**src/rtl/sc_reggeneral_arbiter.sv**
```systemverilog
// sc_reggeneral_arbiter: write arbiter and sequencer for a bank of general-purpose
// load registers. Picks one requester per transaction, drives the shared data bus,
// pulses exactly one active-low load strobe for one cycle, then acknowledges the winner.
// Optional build macro: REGARB_FIXED_PRIORITY_EN selects lowest-index fixed priority
// instead of the default round-robin.
module sc_reggeneral_arbiter #(
    parameter int DATAWIDTH = 4,
    parameter int NUM_REQ   = 4,
    parameter int ADDRWIDTH = 2
) (
    input  logic                           SC_RegARBITER_CLOCK_50,
    input  logic                           SC_RegARBITER_RESET_InLow,
    input  logic [NUM_REQ-1:0]             SC_RegARBITER_req_InBUS,
    input  logic [NUM_REQ*ADDRWIDTH-1:0]   SC_RegARBITER_addr_InBUS,
    input  logic [NUM_REQ*DATAWIDTH-1:0]   SC_RegARBITER_data_InBUS,
    output logic [(1<<ADDRWIDTH)-1:0]      SC_RegARBITER_load_OutLowBUS,
    output logic [DATAWIDTH-1:0]           SC_RegARBITER_data_OutBUS,
    output logic [NUM_REQ-1:0]             SC_RegARBITER_ack_OutBUS,
    output logic                           SC_RegARBITER_busy_Out
);

    localparam int          IW = (NUM_REQ > 1) ? $clog2(NUM_REQ) : 1;
    localparam int unsigned NR = NUM_REQ;

    typedef enum logic [1:0] {
        IDLE,
        LOAD,
        ACK
    } state_t;

    state_t                 state;
    state_t                 state_next;
    logic [IW-1:0]          win;
    logic [IW-1:0]          winner_q;
    logic [ADDRWIDTH-1:0]   addr_q;
    logic [DATAWIDTH-1:0]   data_q;

`ifdef REGARB_FIXED_PRIORITY_EN
    // Fixed priority: lowest-index active request wins.
    always_comb begin
        logic found;
        win   = '0;
        found = 1'b0;
        for (int unsigned k = 0; k < NR; k++) begin
            if (!found && SC_RegARBITER_req_InBUS[k]) begin
                win   = IW'(k);
                found = 1'b1;
            end
        end
    end
`else
    logic [IW-1:0] last_grant;

    // Round-robin pointer: remembers the most recently acknowledged requester.
    always_ff @(posedge SC_RegARBITER_CLOCK_50) begin
        if (!SC_RegARBITER_RESET_InLow)
            last_grant <= IW'(NR - 1);
        else if (state == ACK)
            last_grant <= winner_q;
    end

    // Round-robin search: first active request upward from last_grant+1, wrapping.
    always_comb begin
        logic          found;
        logic [IW-1:0] idx;
        win   = '0;
        found = 1'b0;
        idx   = '0;
        for (int unsigned k = 1; k <= NR; k++) begin
            idx = IW'((32'(last_grant) + k) % NR);
            if (!found && SC_RegARBITER_req_InBUS[idx]) begin
                win   = idx;
                found = 1'b1;
            end
        end
    end
`endif

    // State register.
    always_ff @(posedge SC_RegARBITER_CLOCK_50) begin
        if (!SC_RegARBITER_RESET_InLow)
            state <= IDLE;
        else
            state <= state_next;
    end

    // Latch winner index, address and data when a transaction starts.
    always_ff @(posedge SC_RegARBITER_CLOCK_50) begin
        if (!SC_RegARBITER_RESET_InLow) begin
            winner_q <= '0;
            addr_q   <= '0;
            data_q   <= '0;
        end else if (state == IDLE && |SC_RegARBITER_req_InBUS) begin
            winner_q <= win;
            addr_q   <= SC_RegARBITER_addr_InBUS[win*ADDRWIDTH +: ADDRWIDTH];
            data_q   <= SC_RegARBITER_data_InBUS[win*DATAWIDTH +: DATAWIDTH];
        end
    end

    // Next-state logic: IDLE -> LOAD -> ACK -> IDLE, one cycle in each busy state.
    always_comb begin
        state_next = state;
        unique case (state)
            IDLE:    if (|SC_RegARBITER_req_InBUS) state_next = LOAD;
            LOAD:    state_next = ACK;
            ACK:     state_next = IDLE;
            default: state_next = IDLE;
        endcase
    end

    // Moore outputs decoded from registered state and latched transaction fields.
    always_comb begin
        SC_RegARBITER_load_OutLowBUS = '1;
        SC_RegARBITER_ack_OutBUS     = '0;
        SC_RegARBITER_busy_Out       = (state != IDLE);
        SC_RegARBITER_data_OutBUS    = data_q;
        if (state == LOAD)
            SC_RegARBITER_load_OutLowBUS[addr_q] = 1'b0;
        if (state == ACK)
            SC_RegARBITER_ack_OutBUS[winner_q] = 1'b1;
    end

endmodule
```
**config.mk**
```make
export PLATFORM = sky130hd
export DESIGN_NAME = sc_reggeneral_arbiter
export DESIGN_NICKNAME = d
export VERILOG_FILES = /design/src/rtl/sc_reggeneral_arbiter.sv
export SDC_FILE = /design/constraint.sdc
export NUM_CORES = 1
export LEC_CHECK = 0
export BUFFER_PORTS_ARGS = -buffer_cell sky130_fd_sc_hd__clkbuf_2
export CORE_MARGIN = 2
export CORE_UTILIZATION = 50
export CTS_BUF_LIST = sky130_fd_sc_hd__clkbuf_4
export CTS_CLUSTER_DIAMETER = 120
export DETAILED_ROUTE_END_ITERATION = 10
export PLACE_DENSITY = 0.87
export SETUP_SLACK_MARGIN = 0.1
export SLEW_MARGIN = 10
export SYNTH_ARGS = -nofsm -noshare
export SYNTH_HDL_FRONTEND = slang
export SYNTH_SLANG_ARGS = --single-unit
```
**constraint.sdc**
```tcl
create_clock -name SC_RegARBITER_CLOCK_50 -period 3.6 [get_ports SC_RegARBITER_CLOCK_50]
set_clock_uncertainty 0.2 [all_clocks]
set_input_delay 0.54 -clock SC_RegARBITER_CLOCK_50 [delete_from_list [all_inputs] [get_ports SC_RegARBITER_CLOCK_50]]
set_output_delay 0.54 -clock SC_RegARBITER_CLOCK_50 [all_outputs]
set_load 0.02 [all_outputs]
```
# --- Word-level counts from Yosys, hierarchy flattened ---
# Cells that the tools add are included.
# W data, S select, Z words.
classes:
  n_lt_le_gt_ge: 8
  reduce_logical: 12
  n_mux: 23
  n_shift: 2
  bitwise: 1
  n_addsub: 4
  eq_ne: 3
ops:
  columns: ["op", "count"]
  rows:
  - ["$lt A2 B3 Y1 const B", 6]
  - ["$shiftx A16 B5 Y4", 1]
  - ["$mux W2", 5]
  - ["$mux W1", 9]
  - ["$bmux W1 S2", 4]
  - ["$mux W4", 2]
  - ["$shiftx A8 B4 Y2", 1]
  - ["$logic_and A1 B1 Y1", 6]
  - ["$add A2 B1 Y2 const B", 2]
  - ["$add A2 B2 Y2 const B", 2]
  - ["$demux W1 S2", 2]
  - ["$ge A2 B1 Y1 const B", 2]
  - ["$not A4 Y4", 1]
  - ["$pmux W2 S2", 1]
  - ["$reduce_or A4 Y1", 1]
  - ["$logic_not A1 Y1", 3]
  - ["$eq A2 B1 Y1 const B", 1]
  - ["$eq A2 B2 Y1 const B", 1]
  - ["$logic_not A2 Y1", 1]
  - ["$ne A2 B1 Y1 const B", 1]
  - ["$reduce_bool A2 Y1", 1]
word_totals:
  out_inout_bits: 13
  regBits: 12
  wordCells: 58
  inputBits: 30

# --- Longest topological paths before layout ---
# Gate-level depths: netlist of run 1.
depth:
  ltp_word: 14
  mapped_depth: 6
  mapped_depth_nobuf: 5

# --- Worst setup path before layout of run 1 ---
# No wires, ideal clock.
synth_timing:
  path_type: "input to register"
  startpoint: "input SC_RegARBITER_req_InBUS[3]"
  endpoint: "register addr_q[0]"
  setup_slack_ns: 1.436
  path_stages: 6
  required_ns: 3.278
  setup_time_ns: 0.122
  t_arrival_ns: 1.842
  n_path_buf: 1
  cell_sequence: "and2b_4 -> o21a_4 -> nor3_4 -> buf_6 -> mux2_4 -> a221o_1"
synth_via:
  elab_chain_len: 13
  word_cells_on_any_way: 24
  cone_classes: "1 x shift; 15 x mux; 8 x reduce/logical"
synth_lines:
  columns: ["item", "line", "text"]
  rows:
  - ["start: declaration", "13", "input logic [NUM_REQ-1:0] SC_RegARBITER_req_InBUS,"]
  - ["$bmux W1 S2", "71", "if (!found && SC_RegARBITER_req_InBUS[idx]) begin"]
  - ["$mux W1 (not written as such)", "71", null]
  - ["$mux W1", "71", null]
  - ["$logic_not A1 Y1", "71", null]
  - ["$logic_and A1 B1 Y1", "71", null]
  - ["$mux W1", "71", null]
  - ["$logic_not A1 Y1", "71", null]
  - ["$logic_and A1 B1 Y1", "71", null]
  - ["$mux W1", "71", null]
  - ["$logic_not A1 Y1", "71", null]
  - ["$logic_and A1 B1 Y1", "71", null]
  - ["$mux W2", "71", null]
  - ["$shiftx A8 B4 Y2", "95", "addr_q <= SC_RegARBITER_addr_InBUS[win*ADDRWIDTH +: ADDRWIDTH];"]
  - ["end signal: assignment", "95", null]
  - ["end: declaration", "35", "logic [ADDRWIDTH-1:0] addr_q;"]
# Several ways; a longest one is shown, not always the timed one. The select of a mux whose other input is x is not followed.
# A chain may end at the register's enable or synchronous reset.

# --- Worst setup path in the final report of run 1 ---
layout_timing:
  startpoint: "register state[0]"
  endpoint: "output SC_RegARBITER_load_OutLowBUS[0]"
layout_via:
  elab_chain_len: 2
layout_lines:
  columns: ["item", "line", "text"]
  rows:
  - ["start: declaration", "31", "state_t state;"]
  - ["start signal: assignment", "84", "state <= state_next;"]
  - ["$eq A2 B1 Y1", "117", "if (state == LOAD)"]
  - ["$mux W4", "117", null]
  - ["end: declaration", "16", "output logic [(1<<ADDRWIDTH)-1:0] SC_RegARBITER_load_OutLowBUS,"]
# No other way between the ends.

==> results of run 1 <==
-- final timing paths --
check	cells after the start	from	end	slack, ps
setup / recovery	3	state[0]	SC_RegARBITER_load_OutLowBUS[0]	1280
hold / removal	2	last_grant[0]	last_grant[0]	300
hold reg to reg	2	last_grant[0]	last_grant[0]	300
setup reg to reg	5	last_grant[0]	SC_RegARBITER_data_OutBUS[2]	1330
-- per-layer routing --
metal	share of wire	vias to the layer above	track usage	wire length, um
met2	0.52	34	0.4203	1085
met1	0.39	405	0.2313	812
met3	0.067	4	0.07200	139
met4	0.015	0	0.08824	30
met5	0	-	0	0
li1	-	449	-	-
-- cells in the mapped netlist (2+ instances only) --
cell type  number  area [um2]
nand4_1         2       12.51
nand3_1         2       10.01
clkbuf_1        2       7.510
nor2b_1         3       18.77
nand2b_1        2       12.51
o31ai_1         2       15.01
and3_1          4       25.02
nand2_1         6       22.52
a211oi_1        8       60.06
o31a_2          4       40.04
a221o_1         2       20.02
nand3b_1        2       15.01
o21ai_0         6       30.03
dfxtp_1        12       240.2
a21oi_1         3       15.01
and2_1          2       12.51
a21o_1          2       15.01
nor2_1          6       22.52
mux2i_1         4       40.04
-- placed cells by master (no fill, tap or decap), drive strengths merged, types with 2 or more instances in the layout --
master and instances:
a211oi 8, a21o 2, a21oi 4, a221o 2, and2 2, and3 4, clkbuf 45, dfxtp 12
mux2 2, mux2i 4, nand2 6, nand2b 3, nand3 2, nand3b 2, nand4 2, nor2 6
nor2b 3, nor3 2, o21a 2, o21ai 6, o31a 4, o31ai 2, or2 3, or3b 2
-- critical path, stage by stage (launching register included) --
cell	delay, ps
dfxtp_1	360
nor2b_1	290
or3b_2	480
clkbuf_2	170
-- registers in the layout (all words and copies together), names as in the netlist --
name and count:
SC_RegARBITER_data_OutBUS 4, addr_q 2, last_grant 2, state 2, winner_q 2
-- power by group through the flow --
stage / clock, mW / combinational (mW) / sequential [mW]
CTS: 0.0890 / 0.133 / 0.162
global route: 0.0967 / 0.145 / 0.165
finish: 0.0882 / 0.132 / 0.162
global placement: 0 / 0.128 / 0.164
floorplan: 0 / 0.0849 / 0.170
detailed placement: 0 / 0.133 / 0.165
-- stage by stage --
stage | area (um2) | instances | setup WS [ps] | hold slack, ps
3_5_place_dp | 1045 | 149 | 1031 | 290.0
3_3_place_gp | 1045 | 149 | 1069 | 290.5
6_report | 1071 | 153 | 1283 | 298.7
2_1_floorplan | 833.3 | 94 | 1436 | 260.8
5_1_grt | 1071 | 153 | 1171 | 327.4
4_1_cts | 1071 | 153 | 1296 | 301.5
-- logic make-up after synthesis --
group / Yosys count / share of synthesized area
muxes: 6 / 0.07958
and+or+nand+nor: 38 / 0.2733
buffers and inverters: 4 / 0.02703
AOI/OAI and AO/OA: 34 / 0.3318
DFF: 12 / 0.2883
-- final cells by class --
type                            instances  area [um2]
Clock buffer                            3       22.52
Clock inverter                          1       3.754
Fill cell                             134       470.5
Inverter                                1       3.754
Multi-Input combinational cell         78       570.5
Sequential cell                        12       240.2
Tap cell                               16       20.02
Timing Repair Buffer                   42       210.2
==> results.txt, run 1 <==
Via Count - 892
Post-synth EDFFs - 0
Startpoint Class - flip-flop
switching power - 0.1337 mW
sequential cell area fraction in the yosys report - 0.2883
Finished Core Util - 0.6948
min-delay worst type - reg -> reg
measured slew at the worst slew-check pin - 586.3 ps
total DRC errors in the routed layout - 0
syn nets - 124
Max Slew Vio Count - 0
total track usage - 0.2255
H-tree Lvls - 1
Clock power frac - 0.230
Comb power frac - 0.346
Fin. Hold Viols - 0
wire length per cell - 13.51 um
CORE AREA - 1541 um2
Ys Warns - 0
Syn Area/Cell - 8.865 um2
Antenna diodes - 0
crit share post-route - 0.6436
post-synth cell types - 39
CTS resizes - 0
pin count of the biggest net entering global routing - 16
Reg power frac - 0.424
initial antenna violation count - 0
global-route wire length before repair - 3201 um
Chip Height - 44.83 um
crit path kind - reg -> out
latest clock arrival within the worst-skew pair - 280 ps
Post-CTS Setup Bufs - 0
via density per instance - 5.830
CP Max Fanout - 5
Max Buffers Root-to-Sink - 2
Final min period - 2317 ps
full die area - 2009 um2
Seq cells post-synth - 12
Final nets - 168
max cap viols - 0
port bufs - 42
power density over cell area - 357.6 nW/um2
number of global-route vias before repair - 801
Mapped Area - 833.3 um2
Hold Buf Count CTS - 0
Net Sw Frac - 0.3492
Tot Pwr - 0.3830 mW
layout cells sized above 1 - 0.4380
Placer Congestion - 0.8085
remaining global-route overflow - 0
number of clock sinks - 12
final wirelength - 2067 um
Internal - 0.2492 mW
CTS Buf Count - 3
VDD IR max - 0.2509 mV
Cells after Synth - 94
Die Width - 44.83 um
P&R area growth vs syn - 28.53%
Worst EP arrival - 1580 ps
count of final setup violators - 0
antenna-violating nets left - 0
Starting Density - 0.5406
FMAX - 431.6 MHz
Max transition margin - 0.6092
drt pass-1 iters - 4
status - finished, final reports clean
Reg clk slew, reported paths - 80 ps
CP required - 2860 ps
Crit. End Element - output port
Root Buffer - clkbuf_4
CTS tree - done
setup_tns - 0 ps
LEAKAGE - 0.5158 nW
initial DRC count - 19
row count - 14
asr flop ratio synth - 0
dpl hpwl - 1699 um
top_reg_cell synth - dfxtp_1
I/O Pins - 43
unrepaired setup endpoints after global routing - false
Note: power is estimated with default switching activity, not from simulation.
==> inputs of run 2 (changes only) <==
ABC_AREA = 1   (was default)
PLACE_DENSITY = 0.82   (was 0.87)
clock period = 2.2 ns   (was 3.6 ns; I/O delays follow)
==> results.txt, run 2 <==
crit path buf inv count - 2 (+1)
sequential cell area fraction in the yosys report - 0.2194 (-0.06886)
CP required - 2170 ps (-690 ps)
drt pass-1 iters - 4 (unchanged)
switching power - 0.3614 mW (+170%)
I/O Pins - 43 (unchanged)
latest clock arrival within the worst-skew pair - 270 ps (about the same)
Post-synth EDFFs - 0 (unchanged)
status - finished, final reports clean
most frequent CP cell - nand2_1
crit share post-route - 0.8661
Seq cells post-synth - 12 (unchanged)
post-synth cell types - 23 (-41%)
unrepaired setup endpoints after global routing - false
Clock power frac - 0.167 (-0.063)
CTS tree - done
top_reg_cell synth - dfxtp_1
Synth area leaders - dfxtp_1, nand2_1, nand3_1
Ys Warns - 0 (unchanged)
P&R area growth vs syn - 25.03%
Reg clk slew, reported paths - 80 ps (about the same)
Slowest cell on crit path - dfxtp_2
setup_tns - 0 ps (unchanged)
most common cell in the netlist - nand2_1
CORE AREA - 2022 um2 (+31%)
Syn Area/Cell - 5.823 um2 (-34%)
total DRC errors in the routed layout - 0 (unchanged)
FMAX - 524.8 MHz
final worst-path setup slack - 294.7 ps (-988.5 ps)
Startpoint Class - flip-flop
Net Sw Frac - 0.4350 (+0.08577)
Max transition margin - 0.7535 (+0.1444)
Antenna diodes - 0 (unchanged)
Crit. Startpoint - last_grant[0]
full die area - 2580 um2 (+28%)
Post-synth top cells - nand2_1, nand3_1, inv_1
min-delay worst type - in -> reg
wire length per cell - 9.969 um (-26%)
worst-path cell chain - buf_6 -> nand2_1 -> nand2_2 -> nand3_1 -> o21ai_2 -> nand4_2 -> buf_4 -> nand3_1 -> nand2_1 -> nand2_1 -> nand2_1 -> nand2_1 -> nand2_1
Max Buffers Root-to-Sink - 2 (unchanged)
Via Count - 1321 (+48%)
asr flop ratio synth - 0 (unchanged)
Most Crowded Layer GR - met2
number of clock sinks - 12 (unchanged)
via density per instance - 5.081 (-13%)
grt met1 use - 0.2701 (+0.03873)
count of final setup violators - 0 (unchanged)
pin count of the biggest net entering global routing - 14 (-2)
met3 Use GR - 0.04762 (-0.02438)
Final min period - 1905 ps
Internal - 0.4695 mW (+88%)
initial antenna violation count - 0 (unchanged)
CTS Buf Count - 3 (unchanged)
dpl hpwl - 2169 um (+28%)
crit path kind - reg -> reg
number of global-route vias before repair - 1089 (+36%)
port bufs - 42 (unchanged)
Setup WS pre-CTS - 217.4 ps (-813.6 ps)
row count - 16 (+2)
VDD IR max - 0.3976 mV (+58%)
LEAKAGE - 0.8270 nW (+60%)
Root Buffer - clkbuf_4
layout cells sized above 1 - 0.3176 (-0.1204)
Final nets - 264 (+57%)
remaining global-route overflow - 0 (unchanged)
Reg power frac - 0.332 (-0.092)
min-delay src - SC_RegARBITER_RESET_InLow
antenna-violating nets left - 0 (unchanged)
global-route wire length before repair - 4464 um (+39%)
Crit. End Element - flip-flop
Starting Density - 0.5415 (+0.0008760)
met2 usage - 0.3969 (-0.02336)
Mapped Area - 1095 um2 (+31%)
Comb power frac - 0.501 (+0.155)
total track usage - 0.2188 (-0.006630)
Chip Height - 50.80 um (+13%)
most common cell after layout, fill and taps aside - nand2_1
most frequent cells in the layout - nand2_1, clkbuf_2, nand3_1
initial DRC count - 36 (+17)
Placer Congestion - 0.8205 (+1.5%)
Worst EP arrival - 1880 ps (+300 ps)
reg2reg start - last_grant[0]
H-tree Lvls - 1 (unchanged)
syn nets - 218 (+76%)
Largest stage delay, worst path - 370 ps (-110 ps)
power density over cell area - 607.0 nW/um2 (+70%)
area leader, netlist - dfxtp_1
Cells after Synth - 188 (+100%)
Post-CTS Setup Bufs - 0 (unchanged)
Yosys top cell area share - 0.2194 (-0.06886)
final wirelength - 2592 um (+25%)
measured slew at the worst slew-check pin - 366.4 ps (-219.9 ps)
Fin. Hold Viols - 0 (unchanged)
Die Width - 50.80 um (+13%)
CP Max Fanout - 12 (+7)
Largest register FFs - 4 (unchanged)
cell family with most CP delay - simple AND/OR/NAND/NOR gates
Max Slew Vio Count - 0 (unchanged)
max cap viols - 0 (unchanged)
[run 2: per-stage QoR]
stage	utilization	hold slack, ps	instances	total power [mW]	area (um2)
after global routing	0.6770	128.7	260	0.9053	1369
after CTS	0.6627	108.5	260	0.8225	1340
after detailed placement	0.6498	248.3	256	0.6822	1314
after floorplan	-	223.4	188	0.5926	1095
after global placement	0.6498	237.9	256	0.6775	1314
final	0.6770	113.0	260	0.8309	1369
[run 2: logic make-up (layout without fill, tap and decap cells)]
kind of cell | after synthesis | in the layout | synth area share
simple gates | 129 | 129 | 0.5680
buf+inv | 39 | 84 | 0.1634
compound gates | 8 | 8 | 0.04914
flops | 12 | 12 | 0.2194
[run 2: power groups by stage]
stage | Sequential, mW | Clock (mW) | Combinational (mW)
global placement | 0.280 | 0 | 0.397
CTS | 0.275 | 0.144 | 0.404
finish | 0.276 | 0.139 | 0.416
detailed placement | 0.280 | 0 | 0.403
global route | 0.281 | 0.154 | 0.470
floorplan | 0.293 | 0 | 0.300
[run 2: worst register-to-register path, cell delays in order, from the launching register on]
cell and delay, ps:
dfxtp_2 370, buf_6 140, nand2_1 70, nand2_2 120
nand3_1 90, o21ai_2 100, nand4_2 170, buf_4 210
nand3_1 80, nand2_1 60, nand2_1 60, nand2_1 50
nand2_1 50, nand2_1 40
[run 2: final timing paths]
kind,end,slack (ps),depth (start not counted)
worst max register to register,SC_RegARBITER_data_OutBUS[2],290,13
worst min-delay path,last_grant[1],110,2
worst min register to register,state[1],250,1
worst max-delay path,SC_RegARBITER_data_OutBUS[2],290,13
[run 2: routing by layer]
| layer | routed length [um] | part of all wire |
|---|---|---|
| met5 | 0 | 0 |
| met4 | 0 | 0 |
| met3 | 229 | 0.088 |
| met2 | 1242 | 0.48 |
| met1 | 1119 | 0.43 |
[run 2: timing repair]
item | 4_1_cts | 5_1_grt
hold buffers | 0 | 0
hold endpoints to repair | 0 | 0
endpoints found under the setup margin | 0 | 7
gates resized for setup | 0 | 10
[run 2: final cells by class]
| class | count | area (um2) |
|---|---|---|
| flip-flops and latches | 12 | 242.7 |
| clock inverters | 1 | 3.754 |
| multi-input cells | 137 | 694.4 |
| clock buffers | 3 | 22.52 |
| inverters | 35 | 131.4 |
| well taps | 27 | 33.78 |
| repair buffers | 45 | 240.2 |
| fillers | 218 | 653.1 |
==> inputs of run 3 (changes only) <==
ABC_AREA = default   (was 1)
CORE_UTILIZATION = 46   (was 50)
PLACE_DENSITY = 0.81   (was 0.82)
TNS_END_PERCENT = 5   (was default)
==> results.txt, run 3 (same netlist as run 1, synthesis figures left out) <==
Fin. Hold Viols - 0 (unchanged)
Die Width - 46.56 um (-8.3%)
max cap viols - 0 (unchanged)
grt met1 use - 0.2264 (-0.04366)
Clock power frac - 0.214 (+0.047)
crit share post-route - 0.9174 (+0.05131)
dpl hpwl - 1633 um (-25%)
Internal - 0.4114 mW (-12%)
layout cells sized above 1 - 0.4565 (+0.1389)
Chip Height - 46.56 um (-8.3%)
Max Buffers Root-to-Sink - 2 (unchanged)
Max Slew Vio Count - 0 (unchanged)
unrepaired setup endpoints after global routing - false
status - finished, final reports clean
Tot Pwr - 0.6222 mW (-25%)
worst reg2reg path depth - 5 (-8)
measured slew at the worst slew-check pin - 336.3 ps (-30.04 ps)
area of the multi-input gates - 573.1 um2 (-17%)
register area - 240.2 um2 (-1.0%)
port bufs - 42 (unchanged)
full die area - 2168 um2 (-16%)
Reg power frac - 0.429 (+0.097)
FMAX - 495.5 MHz (-5.6%)
pin count of the biggest net entering global routing - 16 (+2)
CP Capture Point - SC_RegARBITER_load_OutLowBUS[0]
antenna-violating nets left - 0 (unchanged)
initial antenna violation count - 0 (unchanged)
Worst EP arrival - 1490 ps (-390 ps)
total DRC errors in the routed layout - 0 (unchanged)
CP Max Fanout - 5 (-7)
CTS Buf Count - 3 (unchanged)
met3 Use GR - 0.07059 (+0.02297)
worst r2r dst - SC_RegARBITER_data_OutBUS[2]
Finished Core Util - 0.6418 (-0.03522)
initial DRC count - 5 (-86%)
H-tree Lvls - 1 (unchanged)
Antenna diodes - 0 (unchanged)
total track usage - 0.1978 (-0.02107)
via density per instance - 5.331 (+4.9%)
global-route wire length before repair - 3008 um (-33%)
Crit. End Element - output port
Via Count - 869 (-34%)
number of clock sinks - 12 (unchanged)
CP required - 1670 ps (-500 ps)
VDD IR max - 0.3444 mV (-13%)
row count - 15 (-1)
Placer Congestion - 0.7443 (-9.3%)
reg2reg start - last_grant[0]
Hold Buf Count CTS - 0 (unchanged)
Post-CTS Setup Bufs - 0 (unchanged)
Layout fillers - 166 (-24%)
Most Crowded Layer GR - met2
drt pass-1 iters - 4 (unchanged)
Max transition margin - 0.7754 (+0.02191)
CTS tree - done
Final min period - 2018 ps (+112.9 ps)
Starting Density - 0.4879 (-0.05355)
wire length per cell - 12.59 um (+26%)
min-delay worst type - in -> reg
P&R area growth vs syn - 31.53%
Startpoint Class - flip-flop
latest clock arrival within the worst-skew pair - 270 ps (about the same)
CORE AREA - 1708 um2 (-16%)
most frequent cells in the layout - clkbuf_2, dfxtp_1, a211oi_1
Comb power frac - 0.357 (-0.144)
Crit. Startpoint - state[0]
Net Sw Frac - 0.3388 (-0.09616)
Root Buffer - clkbuf_4
CTS resizes - 0 (unchanged)
power density over cell area - 567.7 nW/um2 (-6.5%)
Reg clk slew, reported paths - 70 ps (about the same)
Largest register FFs - 4 (unchanged)
met2 usage - 0.3611 (-0.03582)
Worst R2R Setup Slack - 190 ps (-100 ps)
final wirelength - 2052 um (-21%)
count of final setup violators - 0 (unchanged)
I/O Pins - 43 (unchanged)
LEAKAGE - 0.5242 nW (-37%)
number of global-route vias before repair - 745 (-32%)
Final nets - 170 (-36%)
setup_tns - 0 ps (unchanged)
most common cell after layout, fill and taps aside - clkbuf_2
remaining global-route overflow - 0 (unchanged)
crit path kind - reg -> out
switching power - 0.2108 mW (-42%)
run 3: cell count changes in the layout (fill, tap and decap cells not counted), moves of 7 or more:
cell | previous run | this run
a211oi_1 | 1 | 8
inv_1 | 31 | 1
nand2_1 | 53 | 6
nand2_2 | 9 | 0
nand3_1 | 36 | 2
nor2_1 | 14 | 6
run 3: how the worst min path moves through the flow:
| stage | startpoint | end | slack [ps] | cells after the start |
|---|---|---|---|---|
| 6_report | SC_RegARBITER_data_InBUS[15] | SC_RegARBITER_data_OutBUS[3] | 180 | 3 |
| 2_1_floorplan | last_grant[0] | last_grant[0] | 260 | 2 |
| 3_3_place_gp | last_grant[0] | last_grant[0] | 290 | 2 |
| 3_5_place_dp | winner_q[1] | winner_q[1] | 300 | 2 |
| 4_1_cts | SC_RegARBITER_data_InBUS[15] | SC_RegARBITER_data_OutBUS[3] | 170 | 3 |
| 5_1_grt | SC_RegARBITER_data_InBUS[15] | SC_RegARBITER_data_OutBUS[3] | 180 | 3 |
run 3: stage by stage:
stage	setup WS, ps	instances	cell area [um2]	hold WS (ps)
finish	181.8	163	1096	176.0
global route	96.34	163	1096	180.4
CTS	125.4	163	1094	173.7
global placement	161.6	160	1071	286.8
floorplan	215.5	94	833.3	260.8
detailed placement	119.6	160	1071	295.0
run 3: layout make-up:
| class | count | area share |
|---|---|---|
| Clock buffer | 3 | 0.02055 |
| Sequential cell | 12 | 0.2192 |
| Tap cell | 25 | 0.02854 |
| Multi-Input combinational cell | 78 | 0.5228 |
| Timing Repair Buffer | 44 | 0.2055 |
| Inverter | 1 | 0.003425 |
run 3: power by group through the flow:
stage / Combinational (mW) / Clock [mW] / Sequential, mW
5_1_grt: 0.242 / 0.149 / 0.270
3_5_place_dp: 0.222 / 0 / 0.270
6_report: 0.222 / 0.133 / 0.267
2_1_floorplan: 0.139 / 0 / 0.279
4_1_cts: 0.223 / 0.136 / 0.265
3_3_place_gp: 0.217 / 0 / 0.269
run 3: worst max-delay path, cell delays in order (launching register included):
cell	delay [ps]
dfxtp_1	370
nor2b_2	230
or3b_2	450
clkbuf_2	170
run 3: routing by layer:
layer  up-vias  routed length, um
met2        31               1047
met5         -                  0
met3         2                155
met4         0                  6
met1       388                842
li1        448                  -
